--- src/rtl/sim_mon_pkg.sv ---
// Shared types and constants for the run monitor: FSM states, cycle-counter width,
// and the one-hot verdict codes decoded from the terminal state.
package sim_mon_pkg;

   localparam int CYC_W = 32;

   typedef enum logic [2:0] {
      S_RUN,
      S_D_PASS,
      S_D_FAIL,
      S_D_HALT,
      S_D_TOUT
   } state_e;

   // Verdict bit order is {timed_out, halted, fail, pass}
   localparam logic [3:0] V_NONE = 4'b0000;
   localparam logic [3:0] V_PASS = 4'b0001;
   localparam logic [3:0] V_FAIL = 4'b0010;
   localparam logic [3:0] V_HALT = 4'b0100;
   localparam logic [3:0] V_TOUT = 4'b1000;

   function automatic logic [3:0] verdict_of(input state_e s);
      case (s)
         S_D_PASS: return V_PASS;
         S_D_FAIL: return V_FAIL;
         S_D_HALT: return V_HALT;
         S_D_TOUT: return V_TOUT;
         default:  return V_NONE;
      endcase
   endfunction

endpackage

--- src/rtl/sim_mon_log_fifo.sv ---
// Show-ahead synchronous FIFO for the store log. Writes are dropped when full
// unless a pop happens in the same cycle; pops on empty are ignored.
module sim_mon_log_fifo #(
   parameter int DW    = 128,
   parameter int DEPTH = 16
) (
   input  logic                       clk,
   input  logic                       reset,
   input  logic                       push_req,
   input  logic                       pop_req,
   input  logic [DW-1:0]              wdata,
   output logic [DW-1:0]              rdata,
   output logic [$clog2(DEPTH):0]     count,
   output logic                       full,
   output logic                       empty
);

   localparam int AW = $clog2(DEPTH);
   localparam int CW = AW + 1;

   logic [DW-1:0] mem [DEPTH];
   logic [AW-1:0] wp, rp;
   logic          push, pop;

   assign empty = (count == '0);
   assign full  = (count == CW'(DEPTH));
   assign pop   = pop_req && !empty;
   assign push  = push_req && (!full || pop);
   // Head is forced to zero when empty so stale entries never leak after reset
   assign rdata = empty ? '0 : mem[rp];

   always_ff @(posedge clk) begin
      if (reset) begin
         wp    <= '0;
         rp    <= '0;
         count <= '0;
      end else begin
         if (push) wp <= wp + 1'b1;
         if (pop)  rp <= rp + 1'b1;
         if (push && !pop)      count <= count + 1'b1;
         else if (pop && !push) count <= count - 1'b1;
      end
   end

   always_ff @(posedge clk) begin
      if (push) mem[wp] <= wdata;
   end

endmodule

--- src/rtl/sim_run_monitor.sv ---
// Run monitor for the multi-cycle core: detects halt, watchdog timeout and a
// pass/fail verdict store, and logs every store made while running.
module sim_run_monitor
   import sim_mon_pkg::*;
#(
   parameter int               WIDTH          = 64,
   parameter int               TIMEOUT_CYCLES = 200,
   parameter int               ARM_DELAY      = 2,
   parameter int               HALT_REPEAT    = 1,
   parameter int               LOG_DEPTH      = 16,
   parameter logic [WIDTH-1:0] CHECK_ADDR     = 'd84,
   parameter logic [WIDTH-1:0] CHECK_DATA     = 'd7
) (
   input  logic                        clk,
   input  logic                        reset,
   input  logic [WIDTH-1:0]            instr,
   input  logic [WIDTH-1:0]            memaddr,
   input  logic [WIDTH-1:0]            writedata,
   input  logic                        memwrite,
   input  logic                        log_rd_en,
   output logic                        log_valid,
   output logic [WIDTH-1:0]            log_addr,
   output logic [WIDTH-1:0]            log_data,
   output logic [$clog2(LOG_DEPTH):0]  log_count,
   output logic                        log_ovf,
   output logic [31:0]                 cycles,
   output logic                        done,
   output logic                        halted,
   output logic                        timed_out,
   output logic                        pass,
   output logic                        fail
);

   state_e           state, state_nx;
   logic [CYC_W-1:0] zrun, zrun_nx;
   logic             run, armed, zero_instr, chk_hit, halt_hit, tout_hit;
   logic             push, drop, log_full, log_empty;
   logic [2*WIDTH-1:0] head;

   assign run        = (state == S_RUN);
   assign armed      = (cycles >= CYC_W'(ARM_DELAY));
   assign zero_instr = (instr == '0);
   assign chk_hit    = memwrite && (memaddr == CHECK_ADDR);
   assign tout_hit   = (cycles == CYC_W'(TIMEOUT_CYCLES - 1));

   always_comb begin
      zrun_nx  = '0;
      if (armed && zero_instr) zrun_nx = zrun + 1'b1;
      halt_hit = armed && zero_instr && (zrun_nx >= CYC_W'(HALT_REPEAT));
      state_nx = state;
      // Priority: verdict store, then halt, then watchdog
      if (run) begin
         if (chk_hit)       state_nx = (writedata == CHECK_DATA) ? S_D_PASS : S_D_FAIL;
         else if (halt_hit) state_nx = S_D_HALT;
         else if (tout_hit) state_nx = S_D_TOUT;
      end
   end

   always_ff @(posedge clk) begin
      if (reset) begin
         state   <= S_RUN;
         cycles  <= '0;
         zrun    <= '0;
         log_ovf <= 1'b0;
      end else begin
         state <= state_nx;
         if (run) begin
            zrun <= zrun_nx;
            if (cycles != '1) cycles <= cycles + 1'b1;
         end
         if (drop) log_ovf <= 1'b1;
      end
   end

   assign done = !run;
   assign {timed_out, halted, fail, pass} = verdict_of(state);

   assign push = run && memwrite;
   assign drop = push && log_full && !(log_rd_en && !log_empty);

   sim_mon_log_fifo #(
      .DW    (2*WIDTH),
      .DEPTH (LOG_DEPTH)
   ) u_log (
      .clk      (clk),
      .reset    (reset),
      .push_req (push),
      .pop_req  (log_rd_en),
      .wdata    ({memaddr, writedata}),
      .rdata    (head),
      .count    (log_count),
      .full     (log_full),
      .empty    (log_empty)
   );

   assign log_valid          = !log_empty;
   assign {log_addr, log_data} = head;

endmodule

--- config.mk ---
export PLATFORM = sky130hd
export DESIGN_NAME = sim_run_monitor
export DESIGN_NICKNAME = d
export VERILOG_FILES = /design/src/rtl/sim_mon_pkg.sv /design/src/rtl/sim_mon_log_fifo.sv /design/src/rtl/sim_run_monitor.sv
export SDC_FILE = /design/constraint.sdc
export NUM_CORES = 2
export LEC_CHECK = 0
export BUFFER_PORTS_ARGS = -buffer_cell sky130_fd_sc_hd__buf_2
export CAP_MARGIN = 15
export CORE_AREA = 10 10 498 500
export CTS_BUF_LIST = sky130_fd_sc_hd__clkbuf_4 sky130_fd_sc_hd__clkbuf_8
export DETAILED_ROUTE_END_ITERATION = 10
export DIE_AREA = 0 0 508 510
export PLACE_DENSITY_LB_ADDON = 0.1
export SETUP_SLACK_MARGIN = 0.1
export SYNTH_ARGS = -nofsm -noshare
export SYNTH_HDL_FRONTEND = slang
export SYNTH_SLANG_ARGS = --single-unit
--- constraint.sdc ---
create_clock -name clk -period 14 [get_ports clk]
set_input_delay 2.1 -clock clk [delete_from_list [all_inputs] [get_ports clk]]
set_output_delay 2.1 -clock clk [all_outputs]
set_load 0.01 [all_outputs]
---- Word-level counts from Yosys, hierarchy flattened ----
Memory sizes are Yosys's and may differ from the RTL's. A register that Yosys moved wholly into a read port is not among the register bits.
Cells that the tools add are included.
cells by class
  $add $sub $neg .......................... 6
  multiplexer cells ....................... 13
  magnitude comparators ................... 2
  reductions and logical operators ........ 23
  equality and inequality tests ........... 9
operators by type and width
  cell                                                                 number
  2-to-1 mux 128 bit                                                   1
  adder 32 x 1 -> 32 bit (second input constant)                       2
  equality test 64 x 3 -> 1 bit (second input constant)                1
  equality test 64 x 7 -> 1 bit (second input constant)                1
  logical NOT 64 bit                                                   1
  equality test 32 x 8 -> 1 bit (second input constant)                1
  greater-or-equal comparator 32 x 1 -> 1 bit (second input constant)  1
  greater-or-equal comparator 32 x 2 -> 1 bit (second input constant)  1
  2-to-1 mux 32 bit                                                    1
  != test 32 bit (second input constant)                               1
  one-hot mux 4 bit (4 select lines)                                   1
  logical AND 1 bit                                                    10
  2-to-1 mux 5 bit                                                     2
  2-to-1 mux 3 bit                                                     3
  adder 4 x 1 -> 4 bit (second input constant)                         2
  2-to-1 mux 4 bit                                                     2
  equality test 3 x 2 -> 1 bit (second input constant)                 2
  adder 5 x 1 -> 5 bit (second input constant)                         1
  equality test 5 bit (second input constant)                          1
  logical NOT 1 bit                                                    5
  logical NOT 5 bit                                                    1
  subtractor 5 x 1 -> 5 bit (second input constant)                    1
  AND reduction 2 bit                                                  2
  equality test 3 x 1 -> 1 bit (second input constant)                 1
  7 further kinds                                                      8
word-level totals
  bits in writable memories ............... 2048
  bits of input ports ..................... 196
  register bits ........................... 81
  output and inout port bits .............. 172
  memories ................................ 1
  word-level logic and storage cells ...... 61
memory list
  memory     depth  bits a word  rd ports  clocked after memory_dff  write ports  RTL line                source
  u_log.mem  16     128          1         1                         1            sim_mon_log_fifo.sv:21  logic [DW-1:0] mem [DEPTH];

---- Depth between registers and ports, before layout ----
  word-level depth ........................ 9
  mapped depth ............................ 13
  mapped depth without buffers ............ 12

---- Modules after synthesis ----
A second synthesis with hierarchy kept.
second synthesis, totals
  cell total of the unflattened synthesis .. 3826
  area, all modules ....................... 82794.4 µm²
modules (own cells, without submodules)
  module            area an instance (µm²)  instances  seq. area each (µm²)  cells an instance
  sim_mon_log_fifo  78366.4                 1          61839.3               3236
  sim_run_monitor   4428.0                  1          1361.3                590

---- Worst setup path before layout ----
OpenSTA, ideal clock, no wires.
  path kind ............................... input -> register
  start ................................... in log_rd_en
  end ..................................... mem u_log.mem[0][0], enable pin
  data arrival time ....................... 5901 ps
  buffers on the path ..................... 1
  setup slack ............................. 7598 ps
  data required time ...................... 13498 ps
  setup time .............................. 502 ps
  cell stages on the path ................. 5
  path through ............................ nand3b_1 -> and3_1 -> clkbuf_1 -> nor3b_1 -> and2_1
between the ends
  longest elaborated chain between the ends .. 5
ends and longest elaborated chain
  item                                    RTL line                source
  start, declared                         sim_run_monitor.sv:20   input logic log_rd_en,
  logical AND 1 bit                       sim_mon_log_fifo.sv:27  assign pop = pop_req && !empty;
  logical OR 1 bit                        sim_mon_log_fifo.sv:28  assign push = push_req && (!full || pop);
  logical AND 1 bit                       sim_mon_log_fifo.sv:28
  named net u_log.push                    sim_mon_log_fifo.sv:23  logic push, pop;
  2-to-1 mux 1 bit                        sim_mon_log_fifo.sv:46  if (push) mem[wp] <= wdata;
  2-to-1 mux 1 bit (implied by the code)  sim_mon_log_fifo.sv:46
  end, declared                           sim_mon_log_fifo.sv:21
The timed path passes the listed nets, and every way through them passes these cells.

==> impl_metrics.tcl <==
set metrics [dict create \
    cts_buffers 383 \
    pwr-share-seq 0.441 \
    clk_path_buf_depth 4 \
    max_slew_margin 0.2567 \
    route.detailed.drc 0 \
    syn_area_per_cell_sq_um 22.57 \
    via_per_inst 5.205 \
    path_class "reg -> out" \
    holdPathStages 2 \
    yosys_warnings 0 \
    post_cts_resized 0 \
    ios 368 \
    final.min_clock_period_ns 7.588 \
    dr.pass1.iters 7 \
    synth.area.top_cells "edfxtp_1 (74%), mux4_2 (17%), dfxtp_1 (2.1%)" \
    synth_cell_types 64 \
    syn_inst 3668 \
    core_area_sq_um 237400 \
    cts_root_buf "clkbuf_8" \
    async_flop_share 0 \
    r2r_cells 7 \
    slew_violations 0 \
    ys_seq_elements 2133 \
    crit_path_end_kind "output pin" \
    finalPower_uw 16330 \
    grt_overflow_total 0 \
    fill_cells 21237 \
    synth_edf_count 2048 \
    cap_violations 0 \
    fin_crit_sh 0.5420 \
    finalSetupViolCount 0 \
    rsz0062_at_grt "no" \
    startpoint_type "register" \
    cts_setup_buffers 0 \
    p_switching_uw 4493 \
    comb_power_share 0.215 \
    htreeDepth 5 \
    total_leakage_power_uw 0.02974 \
    core.rowCount 179 \
    syn_to_final_growth_pct 15.76 \
    dp_hpwl_um 123000 \
    worst_slew_pin_slew_ns 1.105 \
    p_clk_frac 0.344 \
    internal-power_uw 11840 \
    clk_latency_ns 1.07 \
    cp.required_ns 11.90 \
    grt_pass1_wl_um 330100 \
    gp_congestion 0.7786 \
    synth_top_area_cell "edfxtp_1" \
    path_max_fanout 100 \
    io_buffers 367 \
    setup_tns_ns 0 \
    die_area_sq_um 259100 \
    clkSinkCount 2133 \
    first_iter_violations 3350 \
    grt_max_degree 131 \
    cts.clk_slew.worst_paths_ns 0.06 \
    syn_nets 3877 \
    pwr_density_cell_nw_per_um2 170.4 \
    initial_utilization 0.3487 \
    ys.flop_type "edfxtp_1" \
    route.antenna.remaining_nets 0 \
    fp.dieH_um 510 \
    yosysSeqAreaShare 0.7635 \
    max_freq_ghz 0.1318 \
    vdd_drop_max_mv 0.1575 \
    critPathArrivalTime_ns 5.49 \
    wl_um 232300 \
    drt-wirelength-per-cell_um 29.86 \
    synth_common_cells "edfxtp_1 (2,048), mux4_2 (640), and2_1 (149), clkbuf_1 (110), dfxtp_1 (85)" \
    switching_share 0.2751 \
    tritoncts "yes" \
    track_usage 0.1766 \
    yosysMostFrequentCell "edfxtp_1" \
    status "finished clean" \
    antenna_found_initial 70 \
    clock_skew_ns 0.06723 \
    grt_pass1_vias 43452 \
    hold_class "reg -> reg" \
    drive_above_1_share 0.3695 \
    synth_top_area_share 0.7429 \
    num-nets-final 4512 \
    finalHoldViolations 0 \
    die_x_um 508 \
    hold_buffers 0 \
    num_vias 40498 \
    synth_area_sq_um 82780 \
]
[power by group through the flow]
stage,clock network (uW),registers (uW),logic (uW)
2_1_floorplan,0,7320,2270
3_3_place_gp,0,7330,3680
3_5_place_dp,0,7330,3690
4_1_cts,5800,7200,3700
5_1_grt,6110,7210,3840
6_report,5620,7200,3520
[cells in the final DEF, fill, tap and decap left out, types with 16 or more instances in the layout]
master / netlist / routed
nand4_1: 36 / 36
clkinv_1: 0 / 98
diode_2: 0 / 32
and2_4: 0 / 16
xor2_1: 25 / 25
nor4_1: 55 / 53
dfxtp_1: 85 / 81
buf_4: 1 / 67
mux4_2: 640 / 640
nand2_1: 52 / 52
buf_2: 59 / 369
clkbuf_4: 0 / 96
a21oi_1: 51 / 51
or3_1: 23 / 23
edfxtp_1: 2048 / 2048
nor3_1: 18 / 17
nor2_1: 62 / 62
and2_1: 149 / 133
o21ai_0: 38 / 38
xnor2_1: 24 / 24
and3_1: 18 / 18
nand3_1: 27 / 27
clkbuf_8: 0 / 393
clkinv_2: 0 / 54
[metrics by stage]
stage	hold WS (ns)	worst slack, ns	std cells	instance area, sq um	util
after CTS	0.4943	6.053	7747	95730	0.4032
after floorplan	0.4591	7.598	3668	82780	-
final	0.4908	6.412	7781	95830	0.4036
after global routing	0.5090	5.778	7766	95790	0.4035
after global placement	0.4817	7.277	7081	88470	0.3727
after detailed placement	0.4864	7.228	7083	88490	0.3728
[registers in the layout, indices dropped and copies added, names as in the netlist, named ones only]
register and flops:
u_log.rp 4, u_log.count 5, state 3, cycles 32
log_ovf 1, u_log.wp 4, u_log.mem 2048, zrun 32
[layout make-up]
class                   instances  area, sq um  share of cell area
multi-input cells            1331        18790              0.1961
well taps                    3167         3963             0.04135
diodes                         32        80.08           0.0008356
clock buffers                 489         6130             0.06397
clock inverters               175         1109             0.01157
repair buffers                444         2501             0.02610
flip-flops and latches       2133        63220              0.6597
inverters                      10        37.54           0.0003917
[critical path, cell delays in order (launching register included)]
cell     delay, ns
dfxtp_4       0.42
buf_12        0.68
buf_4         0.93
buf_4         0.85
mux4_2        0.59
mux4_2        0.47
and2_1        0.22
buf_2         0.16
[metal layers]
| metal | wire length (um) | vias up | GRT usage | part of all wire |
|---|---|---|---|---|
| met5 | 211 | - | 0 | 0.00091 |
| met4 | 6047 | 38 | 0.05357 | 0.026 |
| met3 | 13080 | 427 | 0.03734 | 0.056 |
| met2 | 114200 | 1178 | 0.2907 | 0.49 |
| met1 | 98730 | 21908 | 0.2364 | 0.43 |
| li1 | - | 16947 | - | - |
[path summary, 6_finish.rpt]
check / slack, ns / endpoint / start
setup reg to reg: 9.77 / u_log.mem[2][66]$_DFFE_PP_ / u_log.count[0]$_SDFFE_PP0P_
setup / recovery: 6.41 / log_addr[9] / register
hold reg to reg: 0.49 / register / u_log.rp[1]$_SDFFE_PP0P_
hold / removal: 0.49 / register / u_log.rp[1]$_SDFFE_PP0P_
[logic make-up (layout without fill, tap and decap cells)]
family | count (synthesis) | count (layout) | synth area share
fa+ha+maj | 13 | 13 | 0.002056
buf+inv | 204 | 1118 | 0.01043
mux | 646 | 646 | 0.1749
other cells | 0 | 32 | 0
xor+xnor | 49 | 49 | 0.005184
simple gates | 501 | 501 | 0.03522
compound gates | 122 | 122 | 0.008737
flops | 2133 | 2133 | 0.7635
(Power assumes the default switching activity.)
